## src/rtl/calc_seq_if.sv

```systemverilog
// Keypad-to-display link for the calculator sequencer: key strobe in, display and status out.
interface calc_seq_if #(
  parameter int W = 40
);
  logic         i_key_valid;
  logic [3:0]   i_key_code;
  logic [W-1:0] o_value;
  logic         o_sign;
  logic         o_err;
  logic         o_busy;
  logic [2:0]   o_state;

  modport master (
    output i_key_valid, i_key_code,
    input  o_value, o_sign, o_err, o_busy, o_state
  );

  modport slave (
    input  i_key_valid, i_key_code,
    output o_value, o_sign, o_err, o_busy, o_state
  );
endinterface

```

## src/rtl/calc_seq_ctrl.sv

```systemverilog
// Calculator-mode sequencer: digit entry, pending operator, one-cycle signed-magnitude add/sub,
// display overflow detection with a sticky error.
//
// state   | meaning
// ENTER_A | collecting first operand (or a fresh operand after a result)
// OP      | operator latched, acc shown, waiting for second operand
// ENTER_B | collecting second operand
// EXEC    | one-cycle add/subtract, keys dropped
// RESULT  | result shown in acc
// ERR     | display overflow, only CLR leaves
module calc_seq_ctrl #(
  parameter int DIGITS = 6,
  parameter int W      = 40
) (
  input  logic      i_clk,
  input  logic      i_rst,
  calc_seq_if.slave bus
);
  localparam int CW = $clog2(DIGITS + 1);

  localparam logic [2:0] ENTER_A = 3'd0;
  localparam logic [2:0] OP      = 3'd1;
  localparam logic [2:0] ENTER_B = 3'd2;
  localparam logic [2:0] EXEC    = 3'd3;
  localparam logic [2:0] RESULT  = 3'd4;
  localparam logic [2:0] ERR     = 3'd5;

  localparam logic [3:0] K_ADD = 4'd10;
  localparam logic [3:0] K_SUB = 4'd11;
  localparam logic [3:0] K_EQU = 4'd12;
  localparam logic [3:0] K_CLR = 4'd13;
  localparam logic [3:0] K_NEG = 4'd14;

  function automatic logic [W-1:0] pow10(input int n);
    logic [W-1:0] p;
    p = W'(1);
    for (int i = 0; i < n; i++) p = p * W'(10);
    return p;
  endfunction

  // the minus sign takes a display digit, so negatives get one digit less
  localparam logic [W-1:0] POS_LIM = pow10(DIGITS) - W'(1);
  localparam logic [W-1:0] NEG_LIM = pow10(DIGITS - 1) - W'(1);

  logic [2:0]    state, state_n;
  logic [W-1:0]  ent_mag, ent_mag_n, acc_mag, acc_mag_n;
  logic          ent_sign, ent_sign_n, acc_sign, acc_sign_n;
  logic [CW-1:0] ent_cnt, ent_cnt_n;
  logic          op, op_n, next_op, next_op_n, chain, chain_n, err, err_n;
  logic [W-1:0]  val_q, val_n;
  logic          sign_q, sign_n, busy_q;

  logic [3:0]    code;
  logic [W-1:0]  dig, ent_x10;
  logic          is_digit, is_addsub, dig_ok;
  logic          b_neg, res_sign, ovf;
  logic [W:0]    res_mag;

  assign code      = bus.i_key_code;
  assign dig       = {{(W-4){1'b0}}, code};
  assign is_digit  = (code <= 4'd9);
  assign is_addsub = (code == K_ADD) || (code == K_SUB);
  assign ent_x10   = (ent_mag << 3) + (ent_mag << 1) + dig;
  assign dig_ok    = (ent_cnt != CW'(DIGITS)) && !(ent_sign && ent_cnt == CW'(DIGITS - 1))
                     && !(ent_mag == '0 && code == 4'd0);

  always_comb begin
    b_neg    = ent_sign ^ op;
    res_mag  = '0;
    res_sign = 1'b0;
    if (acc_sign == b_neg) begin
      res_mag  = {1'b0, acc_mag} + {1'b0, ent_mag};
      res_sign = acc_sign;
    end else if (acc_mag > ent_mag) begin
      res_mag  = {1'b0, acc_mag - ent_mag};
      res_sign = acc_sign;
    end else if (ent_mag > acc_mag) begin
      res_mag  = {1'b0, ent_mag - acc_mag};
      res_sign = b_neg;
    end
    ovf = res_sign ? (res_mag > {1'b0, NEG_LIM}) : (res_mag > {1'b0, POS_LIM});
  end

  always_comb begin
    state_n    = state;
    ent_mag_n  = ent_mag;
    ent_sign_n = ent_sign;
    ent_cnt_n  = ent_cnt;
    acc_mag_n  = acc_mag;
    acc_sign_n = acc_sign;
    op_n       = op;
    next_op_n  = next_op;
    chain_n    = chain;
    err_n      = err;

    if (state == EXEC) begin
      if (ovf) begin
        state_n = ERR;
        err_n   = 1'b1;
      end else begin
        acc_mag_n  = res_mag[W-1:0];
        acc_sign_n = res_sign;
        ent_mag_n  = '0;
        ent_sign_n = 1'b0;
        ent_cnt_n  = '0;
        if (chain) begin
          op_n    = next_op;
          state_n = OP;
        end else begin
          state_n = RESULT;
        end
      end
    end else if (bus.i_key_valid) begin
      if (code == K_CLR) begin
        state_n    = ENTER_A;
        ent_mag_n  = '0;
        ent_sign_n = 1'b0;
        ent_cnt_n  = '0;
        acc_mag_n  = '0;
        acc_sign_n = 1'b0;
        op_n       = 1'b0;
        next_op_n  = 1'b0;
        chain_n    = 1'b0;
        err_n      = 1'b0;
      end else begin
        case (state)
          ENTER_A, ENTER_B: begin
            if (is_digit) begin
              if (dig_ok) begin
                ent_mag_n = ent_x10;
                ent_cnt_n = ent_cnt + CW'(1);
              end
            end else if (code == K_NEG) begin
              if (ent_sign || ent_cnt != CW'(DIGITS)) ent_sign_n = ~ent_sign;
            end else if (is_addsub) begin
              if (state == ENTER_A) begin
                acc_mag_n  = ent_mag;
                acc_sign_n = ent_sign;
                op_n       = (code == K_SUB);
                ent_mag_n  = '0;
                ent_sign_n = 1'b0;
                ent_cnt_n  = '0;
                state_n    = OP;
              end else begin
                chain_n   = 1'b1;
                next_op_n = (code == K_SUB);
                state_n   = EXEC;
              end
            end else if (code == K_EQU && state == ENTER_B) begin
              chain_n = 1'b0;
              state_n = EXEC;
            end
          end
          OP: begin
            if (is_digit) begin
              ent_mag_n  = dig;
              ent_sign_n = 1'b0;
              ent_cnt_n  = (code != 4'd0) ? CW'(1) : '0;
              state_n    = ENTER_B;
            end else if (code == K_NEG) begin
              ent_mag_n  = '0;
              ent_sign_n = 1'b1;
              ent_cnt_n  = '0;
              state_n    = ENTER_B;
            end else if (is_addsub) begin
              op_n = (code == K_SUB);
            end
          end
          RESULT: begin
            if (is_digit) begin
              acc_mag_n  = '0;
              acc_sign_n = 1'b0;
              ent_mag_n  = dig;
              ent_sign_n = 1'b0;
              ent_cnt_n  = (code != 4'd0) ? CW'(1) : '0;
              state_n    = ENTER_A;
            end else if (code == K_NEG) begin
              if (acc_mag != '0) acc_sign_n = ~acc_sign;
            end else if (is_addsub) begin
              op_n    = (code == K_SUB);
              state_n = OP;
            end
          end
          default: ;
        endcase
      end
    end
  end

  always_comb begin
    val_n  = acc_mag;
    sign_n = acc_sign;
    case (state_n)
      ENTER_A, ENTER_B: begin
        val_n  = ent_mag_n;
        sign_n = ent_sign_n;
      end
      OP, EXEC, RESULT: begin
        val_n  = acc_mag_n;
        sign_n = acc_sign_n;
      end
      default: begin
        val_n  = '0;
        sign_n = 1'b0;
      end
    endcase
  end

  always_ff @(posedge i_clk) begin
    if (i_rst) begin
      state    <= ENTER_A;
      ent_mag  <= '0;
      ent_sign <= 1'b0;
      ent_cnt  <= '0;
      acc_mag  <= '0;
      acc_sign <= 1'b0;
      op       <= 1'b0;
      next_op  <= 1'b0;
      chain    <= 1'b0;
      err      <= 1'b0;
      val_q    <= '0;
      sign_q   <= 1'b0;
      busy_q   <= 1'b0;
    end else begin
      state    <= state_n;
      ent_mag  <= ent_mag_n;
      ent_sign <= ent_sign_n;
      ent_cnt  <= ent_cnt_n;
      acc_mag  <= acc_mag_n;
      acc_sign <= acc_sign_n;
      op       <= op_n;
      next_op  <= next_op_n;
      chain    <= chain_n;
      err      <= err_n;
      val_q    <= val_n;
      sign_q   <= sign_n;
      busy_q   <= (state_n == EXEC);
    end
  end

  assign bus.o_value = val_q;
  assign bus.o_sign  = sign_q;
  assign bus.o_err   = err;
  assign bus.o_busy  = busy_q;
  assign bus.o_state = state;
endmodule

```

## src/flat_wrapper.sv

```systemverilog
// flat-port wrapper written by rule: the top's interface ports become plain ports
module calc_seq_ctrl_flat 
#(
  parameter int DIGITS = 6,
  parameter int W      = 40
)
  (i_clk, i_rst, bus_i_key_valid, bus_i_key_code, bus_o_value, bus_o_sign, bus_o_err, bus_o_busy, bus_o_state);
  calc_seq_if #(.W(W)) bus_i ();
  input  logic i_clk;
  input  logic i_rst;
  input wire logic [$bits(bus_i.i_key_valid)-1:0] bus_i_key_valid;
  input wire logic [$bits(bus_i.i_key_code)-1:0] bus_i_key_code;
  output wire logic [$bits(bus_i.o_value)-1:0] bus_o_value;
  output wire logic [$bits(bus_i.o_sign)-1:0] bus_o_sign;
  output wire logic [$bits(bus_i.o_err)-1:0] bus_o_err;
  output wire logic [$bits(bus_i.o_busy)-1:0] bus_o_busy;
  output wire logic [$bits(bus_i.o_state)-1:0] bus_o_state;
  assign bus_i.i_key_valid = bus_i_key_valid;
  assign bus_i.i_key_code = bus_i_key_code;
  assign bus_o_value = bus_i.o_value;
  assign bus_o_sign = bus_i.o_sign;
  assign bus_o_err = bus_i.o_err;
  assign bus_o_busy = bus_i.o_busy;
  assign bus_o_state = bus_i.o_state;
  calc_seq_ctrl #(.DIGITS(DIGITS), .W(W)) u_core (.i_clk(i_clk), .i_rst(i_rst), .bus(bus_i));
endmodule
```

## config.mk

```make
export PLATFORM = sky130hd
export DESIGN_NAME = calc_seq_ctrl_flat
export DESIGN_NICKNAME = d
export VERILOG_FILES = /design/src/rtl/calc_seq_if.sv /design/src/rtl/calc_seq_ctrl.sv /design/src/flat_wrapper.sv
export SDC_FILE = /design/constraint.sdc
export NUM_CORES = 1
export LEC_CHECK = 0
export ABC_AREA = 1
export BUFFER_PORTS_ARGS = -buffer_cell sky130_fd_sc_hd__buf_2
export CAP_MARGIN = 20
export CORE_MARGIN = 1
export CORE_UTILIZATION = 60
export CTS_BUF_LIST = sky130_fd_sc_hd__clkbuf_8
export DETAILED_ROUTE_END_ITERATION = 6
export PLACE_DENSITY = 0.8
export SETUP_SLACK_MARGIN = 0.5
export SYNTH_ARGS = -nofsm -noshare
export SYNTH_HDL_FRONTEND = slang
export SYNTH_SLANG_ARGS = --single-unit
```

## constraint.sdc

```tcl
create_clock -name i_clk -period 4.1 [get_ports i_clk]
set_clock_uncertainty 0.15 [all_clocks]
set_input_delay 0.41 -clock i_clk [delete_from_list [all_inputs] [get_ports i_clk]]
set_output_delay 0.41 -clock i_clk [all_outputs]
set_load 0.05 [all_outputs]
```

==> results.json, run 1 <==
{
  "groute.usage.overall_pct": 83.9,
  "ys_types": 61,
  "haltStage": "5_1_grt",
  "synthTopCellsByCount": "1,232 x nand2_1, 548 x inv_1, 356 x nor2_1",
  "rows": 68,
  "ys_warn_count": 0,
  "port_buffers": 52,
  "numCtsBuffers": 17,
  "synthSimpleGateAreaFrac_pct": 40.0,
  "numClockSinks": 134,
  "syn_area_per_cell_um2": 5.51,
  "clk_path_buf_depth": 2,
  "globalplace.congestion": 1.17,
  "synth_ff_type": "dfxtp_1",
  "synth_edf_count": 0,
  "yosys.area.top_type": "nand2_1",
  "syn_nets": 4039,
  "dpl.hpwl_um": 78600,
  "start_util_pct": 61.0,
  "netlist_area_um2": 21100,
  "synth-xor-area-share_pct": 3.07,
  "synthArstFlopShare_pct": 0,
  "overflow": 274,
  "synthMostInstantiatedCell": "nand2_1",
  "ys_ff_latch": 134,
  "die_x_um": 190,
  "synth_cells": 3830,
  "synth-compound-area-share_pct": 18.5,
  "worstEndpointType": "register data pin",
  "tool.error": "[ERROR GRT-0232] Routing congestion too high. Check the congestion heatmap in the GUI.",
  "yosys.area_share.adder_pct": 12.1,
  "pin_count": 53,
  "htree_levels": 4,
  "die_h_um": 190,
  "status": "did not finish",
  "ys_top_cells_by_area": "nand2_1 22%, dfxtp_1 13%, ha_1 12%",
  "cts_root_buf": "clkbuf_8",
  "synth.top_cell.area_share_pct": 21.9,
  "seq_area_frac_synth_pct": 12.7,
  "grt-worst-endpoint": "u_core.bus.o_value[5]$_SDFF_PP0_/D",
  "synth_top_family_by_area": "simple AND/OR/NAND/NOR gates",
  "grt_max_degree": 87,
  "synth_mux_area_share_pct": 0
}
## stage by stage
| step | setup TNS, ns | instance area (um2) | setup WS (ns) | hold slack [ns] | cells |
|---|---|---|---|---|---|
| 3_5_place_dp | -16.41 | 26200 | -0.313 | 0.330 | 4806 |
| 3_3_place_gp | -14.83 | 26200 | -0.267 | 0.318 | 4806 |
| 4_1_cts | -3.60 | 27700 | -0.126 | 0.167 | 4856 |
| 2_1_floorplan | 0 | 21300 | 0.491 | 0.306 | 3830 |
## routing by layer
layer  GRT usage, %  GRT overflow
met4           87.3           113
met5           36.7             0
met1           84.3             8
met3           69.3             4
met2           98.0           149
## cell families after synthesis
kind of cell               after synthesis
AOI/OAI and AO/OA                      675
and+or+nand+nor                       2033
DFF                                    134
buffers and inverters                  712
adders and majority gates              202
xor gates and xnor gates                74
## what timing repair did
action | in CTS
endpoints found under the setup margin | 131
setup buffers | 11
hold buffers | 0
pin swaps | 71
gates cloned | 7
resized for setup | 261
==> run 2, diff against run 1 <==
Settings changed: CORE_UTILIZATION 60 to 40, CTS_BUF_LIST sky130_fd_sc_hd__clkbuf_8 to default, PLACE_DENSITY 0.8 to default, PLACE_DENSITY_LB_ADDON from default to 0.15, SETUP_SLACK_MARGIN 0.5 to default.
Clock period 4.1 ns to 5.33 ns, I/O delays scaled along.
==> run 2 against run 1 <==
  * The flow now finishes without violations
  * Synthesized cell count unchanged
  * Synthesized area unchanged
==> results.json, run 2 <==
{
  "start_util_pct": 40.8,
  "worstPathMaxFanout": 28,
  "cts_hold_buf": 0,
  "slew-limit-headroom_pct": 26.8,
  "reg2reg_depth": 28,
  "setup.worst_path.end_class": "flip-flop",
  "ys_warn_count": 0,
  "synth_edf_count": 0,
  "drt_iter0_drc": 2918,
  "antenna_left": 0,
  "wire_per_inst_um": 20.8,
  "drive_gt1_share_pct": 7.49,
  "drc_errors": 0,
  "met3_length_um": 8610,
  "cts_tree": "built",
  "grt_pass1_vias": 23200,
  "synthTopCellsByCount": "1,232 x nand2_1, 548 x inv_1, 356 x nor2_1",
  "timing.critical_path.mode_cell": "nand2_1",
  "wl_met1_um": 42900,
  "path_class": "flip-flop to flip-flop",
  "numCtsBuffers": 17,
  "syn_area_per_cell_um2": 5.51,
  "globalplace.congestion": 1.07,
  "ys_top_cells_by_area": "nand2_1 22%, dfxtp_1 13%, ha_1 12%",
  "area_growth_pct": 9.67,
  "final_cell_count_no_fill": 4577,
  "nFillCells": 5877,
  "overflow": 0,
  "top_layer": "met4",
  "nets": 4093,
  "slowest_delay_ns": 0.45,
  "seq_area_frac_synth_pct": 12.7,
  "slew_viol_final": 0,
  "cap_violations": 0,
  "synthMostInstantiatedCell": "nand2_1",
  "htree_levels": 4,
  "netlist_area_um2": 21100,
  "crit_path_end": "u_core.bus.o_value[37]",
  "cts_root_buf": "clkbuf_16",
  "required_ns": 5.56,
  "fin_util_pct": 44.8,
  "final_common_cell": "nand2_1",
  "antenna_cells": 0,
  "yosys.area.top_type": "nand2_1",
  "setup-tns-final_ns": 0,
  "syn_nets": 4039,
  "vias": 25300,
  "die_h_um": 232,
  "ys_ff_latch": 134,
  "synthArstFlopShare_pct": 0,
  "clk_pin_slew_worst_paths_ns": 0.07,
  "crit_start": "u_core.acc_mag[20]",
  "r2r_start": "u_core.acc_mag[20]",
  "viasPerCell": 5.53,
  "worstPathArrival_ns": 5.31,
  "core_area_um2": 51700,
  "synth_cells": 3830,
  "tightest_slew_ns": 1.09,
  "synth_ff_type": "dfxtp_1",
  "cpMaxStageDelayCell": "ha_1",
  "dpl.hpwl_um": 78600,
  "start_kind": "flip-flop",
  "synth.top_cell.area_share_pct": 21.9,
  "hp-class": "input pin to flip-flop",
  "status": "completed",
  "numClockSinks": 134,
  "grt_max_degree": 77,
  "die_x_um": 232,
  "clock_latency_ns": 0.44,
  "clk_path_buf_depth": 2,
  "period_needed_ns": 5.08,
  "period_share_pct": 95.3,
  "port_buffers": 52,
  "rsz0062_at_grt": "false",
  "antenna_found_initial": 0,
  "final_cell_mix": "1,232 x nand2_1, 548 x inv_1, 351 x nor2_1",
  "max_freq_mhz": 197,
  "die_area_um2": 53700,
  "finalSetupViolCount": 0,
  "r2r-end": "u_core.bus.o_value[37]",
  "dp.cells": 4545,
  "cts_setup_buffers": 0,
  "pin_count": 53,
  "groute.usage.overall_pct": 35.0,
  "grt_pass1_wl_um": 142000,
  "ff2ff_setup_slack_ns": 0.25,
  "finalWirelength_um": 95400,
  "rows": 83,
  "ys_types": 61,
  "firstDrtPassIters": 6,
  "route.met2.wl_um": 39900,
  "hold_viol": 0
}
==> run 2: cell counts after synthesis <==
Identical to the previous run, type by type.
==> run 2: worst max-delay path: cells and delay by family (launching register included) <==
kind / cells / cell delay (ns)
and+or+nand+nor: 22 / 2.92
buffers and inverters: 3 / 0.56
AOI/OAI and AO/OA: 2 / 0.46
adders and majority gates: 1 / 0.45
DFF: 1 / 0.44
==> run 2: logic make-up after synthesis <==
kind of cell	synth area share [%]
AO/OA/AOI/OAI	18.5
XOR/XNOR	3.07
adder cells (fa/ha/maj)	12.1
buffers and inverters	13.5
flip-flops	12.7
AND/OR/NAND/NOR	40.0
==> run 2: final cells by class <==
cell class,count,area (um2),share of cell area (%)
clock buffers,19,433,1.87
clock inverters,13,123,0.529
inverters,566,2120,9.17
multi-input cells,2984,15700,67.6
flip-flops and latches,134,2680,11.6
well taps,680,851,3.67
repair buffers,181,1300,5.61
==> run 2: per-layer routing <==
| layer | GRT usage (%) | up-vias |
|---|---|---|
| met4 | 14.1 | 0 |
| met3 | 4.10 | 172 |
| met1 | 50.0 | 11500 |
| li1 | - | 12400 |
| met2 | 52.8 | 1195 |
| met5 | 0 | - |
==> run 2: repair_timing <==
item / CTS / global route
setup endpoints to repair: 0 / 75
endpoints found under the hold margin: 0 / 0
gates resized for setup: 0 / 12
==> run 2: worst min path at each step <==
stage | start | endpoint | slack, ns | cells past startpoint
6_report | bus_i_key_code[0] | u_core.next_op | 0.29 | 3
5_1_grt | bus_i_key_code[0] | u_core.next_op | 0.35 | 3
4_1_cts | bus_i_key_code[0] | u_core.next_op | 0.27 | 3
3_5_place_dp | u_core.bus.o_err | u_core.bus.o_err | 0.34 | 2
3_3_place_gp | u_core.bus.o_err | u_core.bus.o_err | 0.33 | 2
2_1_floorplan | u_core.op | u_core.op | 0.31 | 2
==> run 2: per-stage QoR <==
stage          hold slack (ns)  setup WS, ns  cell area, um2
2_1_floorplan            0.306          1.46           21100
5_1_grt                  0.346       0.00614           23200
3_5_place_dp             0.339         0.130           22600
3_3_place_gp             0.333         0.216           22600
4_1_cts                  0.273        0.0997           23100
6_report                 0.289         0.253           23200
Power of run 2 is left out: the tool's default activity adds up to more than one toggle a clock period on the data nets, which glitch-free logic cannot reach.
==> run 3, diff against run 2 <==
Settings changed: BUFFER_PORTS_ARGS -buffer_cell sky130_fd_sc_hd__buf_2 to default, DONT_BUFFER_PORTS from default to 1.
==> run 3 against run 2 <==
  * Via count fell by 0.72%
  * Cell count fell by 0.96%
  * First-iteration DRC count fell by 13%
  * Highest routed layer unchanged
==> results.json, run 3 (synthesis gave the netlist of run 2 again) <==
{
  "status": "completed",
  "grt_pass1_vias": 23700,
  "nets": 4049,
  "design_area_um2": 23000,
  "hold_path_depth": 1,
  "groute.usage.overall_pct": 35.9,
  "numCtsBuffers": 17,
  "hold_viol": 0,
  "wire_per_inst_um": 21.5,
  "clk_pin_slew_worst_paths_ns": 0.07,
  "max_freq_mhz": 197,
  "port_buffers": 0,
  "cp.buffers_inverters": 5,
  "drive_gt1_share_pct": 6.46,
  "vias": 25100,
  "cap_violations": 0,
  "hp-start": "i_rst",
  "cts_tree": "built",
  "slowest_delay_ns": 0.63,
  "setup.worst_path.end_class": "flip-flop",
  "globalplace.congestion": 1.05,
  "grt_max_degree": 71,
  "period_needed_ns": 5.09,
  "reg2reg_depth": 28,
  "ff2ff_setup_slack_ns": 0.24,
  "rows": 83,
  "numClockSinks": 134,
  "hp-class": "input pin to flip-flop",
  "drt_iter0_drc": 2528,
  "start_kind": "flip-flop",
  "area_growth_pct": 8.97,
  "cts_root_buf": "clkbuf_16",
  "antenna_left": 0,
  "antenna_cells": 0,
  "clk_path_buf_depth": 2,
  "r2r-end": "u_core.bus.o_value[18]",
  "final_common_cell": "nand2_1",
  "finalSetupViolCount": 0,
  "antenna_found_initial": 0,
  "drc_errors": 0,
  "viasPerCell": 5.54,
  "clock_latency_ns": 0.45,
  "r2r_start": "u_core.acc_mag[3]",
  "placed_area_um2": 22400,
  "setup-tns-final_ns": 0,
  "whs_endpoint": "u_core.ent_cnt[1]",
  "slew_viol_final": 0,
  "required_ns": 5.57,
  "core_area_um2": 51700,
  "final_cell_mix": "1,231 x nand2_1, 548 x inv_1, 352 x nor2_1",
  "cpLargestDelayFamily": "simple AND/OR/NAND/NOR gates",
  "rsz0062_at_grt": "true",
  "cpMaxStageDelayCell": "o21ai_0",
  "overflow": 0,
  "finalWirelength_um": 97400,
  "die_x_um": 232,
  "path_class": "flip-flop to flip-flop",
  "timing.critical_path.mode_cell": "nand2_1",
  "worstPathArrival_ns": 5.32,
  "pin_count": 53,
  "start_util_pct": 40.8,
  "htree_levels": 4,
  "grt_pass1_wl_um": 146000,
  "firstDrtPassIters": 5,
  "period_share_pct": 95.4,
  "tightest_slew_ns": 1.07,
  "die_h_um": 232,
  "worstPathMaxFanout": 21,
  "dpl.hpwl_um": 80300,
  "die_area_um2": 53700,
  "slew-limit-headroom_pct": 28.7
}
[run 3: cell count changes in the layout (fill, tap and decap cells not counted), moves of 2 or more]
cell | previous run | this run
a21oi_2 | 0 | 2
buf_2 | 52 | 0
buf_4 | 122 | 129
clkbuf_1 | 2 | 0
clkinv_2 | 4 | 0
inv_8 | 1 | 5
[run 3: stage by stage]
step / util (%) / hold WS, ns / cells / setup slack, ns
after CTS: 44.4 / 0.00249 / 4531 / 0.181
after global routing: 44.5 / -0.000472 / 4533 / -0.00808
after floorplan: - / 0.306 / 3830 / 1.46
final: 44.5 / 0.0176 / 4533 / 0.245
after detailed placement: 43.2 / 0.317 / 4499 / 0.213
after global placement: 43.2 / 0.317 / 4499 / 0.170
[run 3: worst max-delay path by stage]
| stage | end | cells past startpoint | slack, ns | startpoint |
|---|---|---|---|---|
| 6_report | u_core.bus.o_value[18] | 28 | 0.24 | u_core.acc_mag[3] |
| 5_1_grt | u_core.bus.o_value[21] | 31 | -0.008 | u_core.acc_mag[20] |
| 4_1_cts | u_core.bus.o_value[18] | 30 | 0.18 | u_core.ent_mag[0] |
| 3_5_place_dp | u_core.bus.o_value[18] | 32 | 0.21 | u_core.ent_mag[0] |
| 3_3_place_gp | u_core.bus.o_value[18] | 32 | 0.17 | u_core.ent_mag[0] |
| 2_1_floorplan | u_core.bus.o_value[19] | 31 | 1.46 | u_core.ent_mag[0] |
[run 3: area by class of cell]
| class | count | area, um2 |
|---|---|---|
| timing repair buffer | 137 | 1110 |
| tap | 680 | 851 |
| multi-input combinational | 2984 | 15600 |
| clock inverter | 15 | 185 |
| fill | 5873 | 28700 |
| inverter | 566 | 2120 |
| clock buffer | 17 | 425 |
| sequential | 134 | 2680 |
[run 3: per-layer routing]
| metal | share of wire, % | wire length, um | GRT usage [%] |
|---|---|---|---|
| met3 | 8.1 | 7900 | 5.16 |
| met5 | 0 | 0 | 0 |
| met4 | 3.7 | 3590 | 13.2 |
| met2 | 43 | 41800 | 55.9 |
| met1 | 45 | 44100 | 49.8 |
[run 3: timing repair]
item,4_1_cts,5_1_grt
gates resized for setup,0,9
buffers inserted,0,1
hold buffers,0,1
endpoints found under the setup margin,0,52
endpoints found under the hold margin,0,5
Power of run 3 is left out for the same reason.
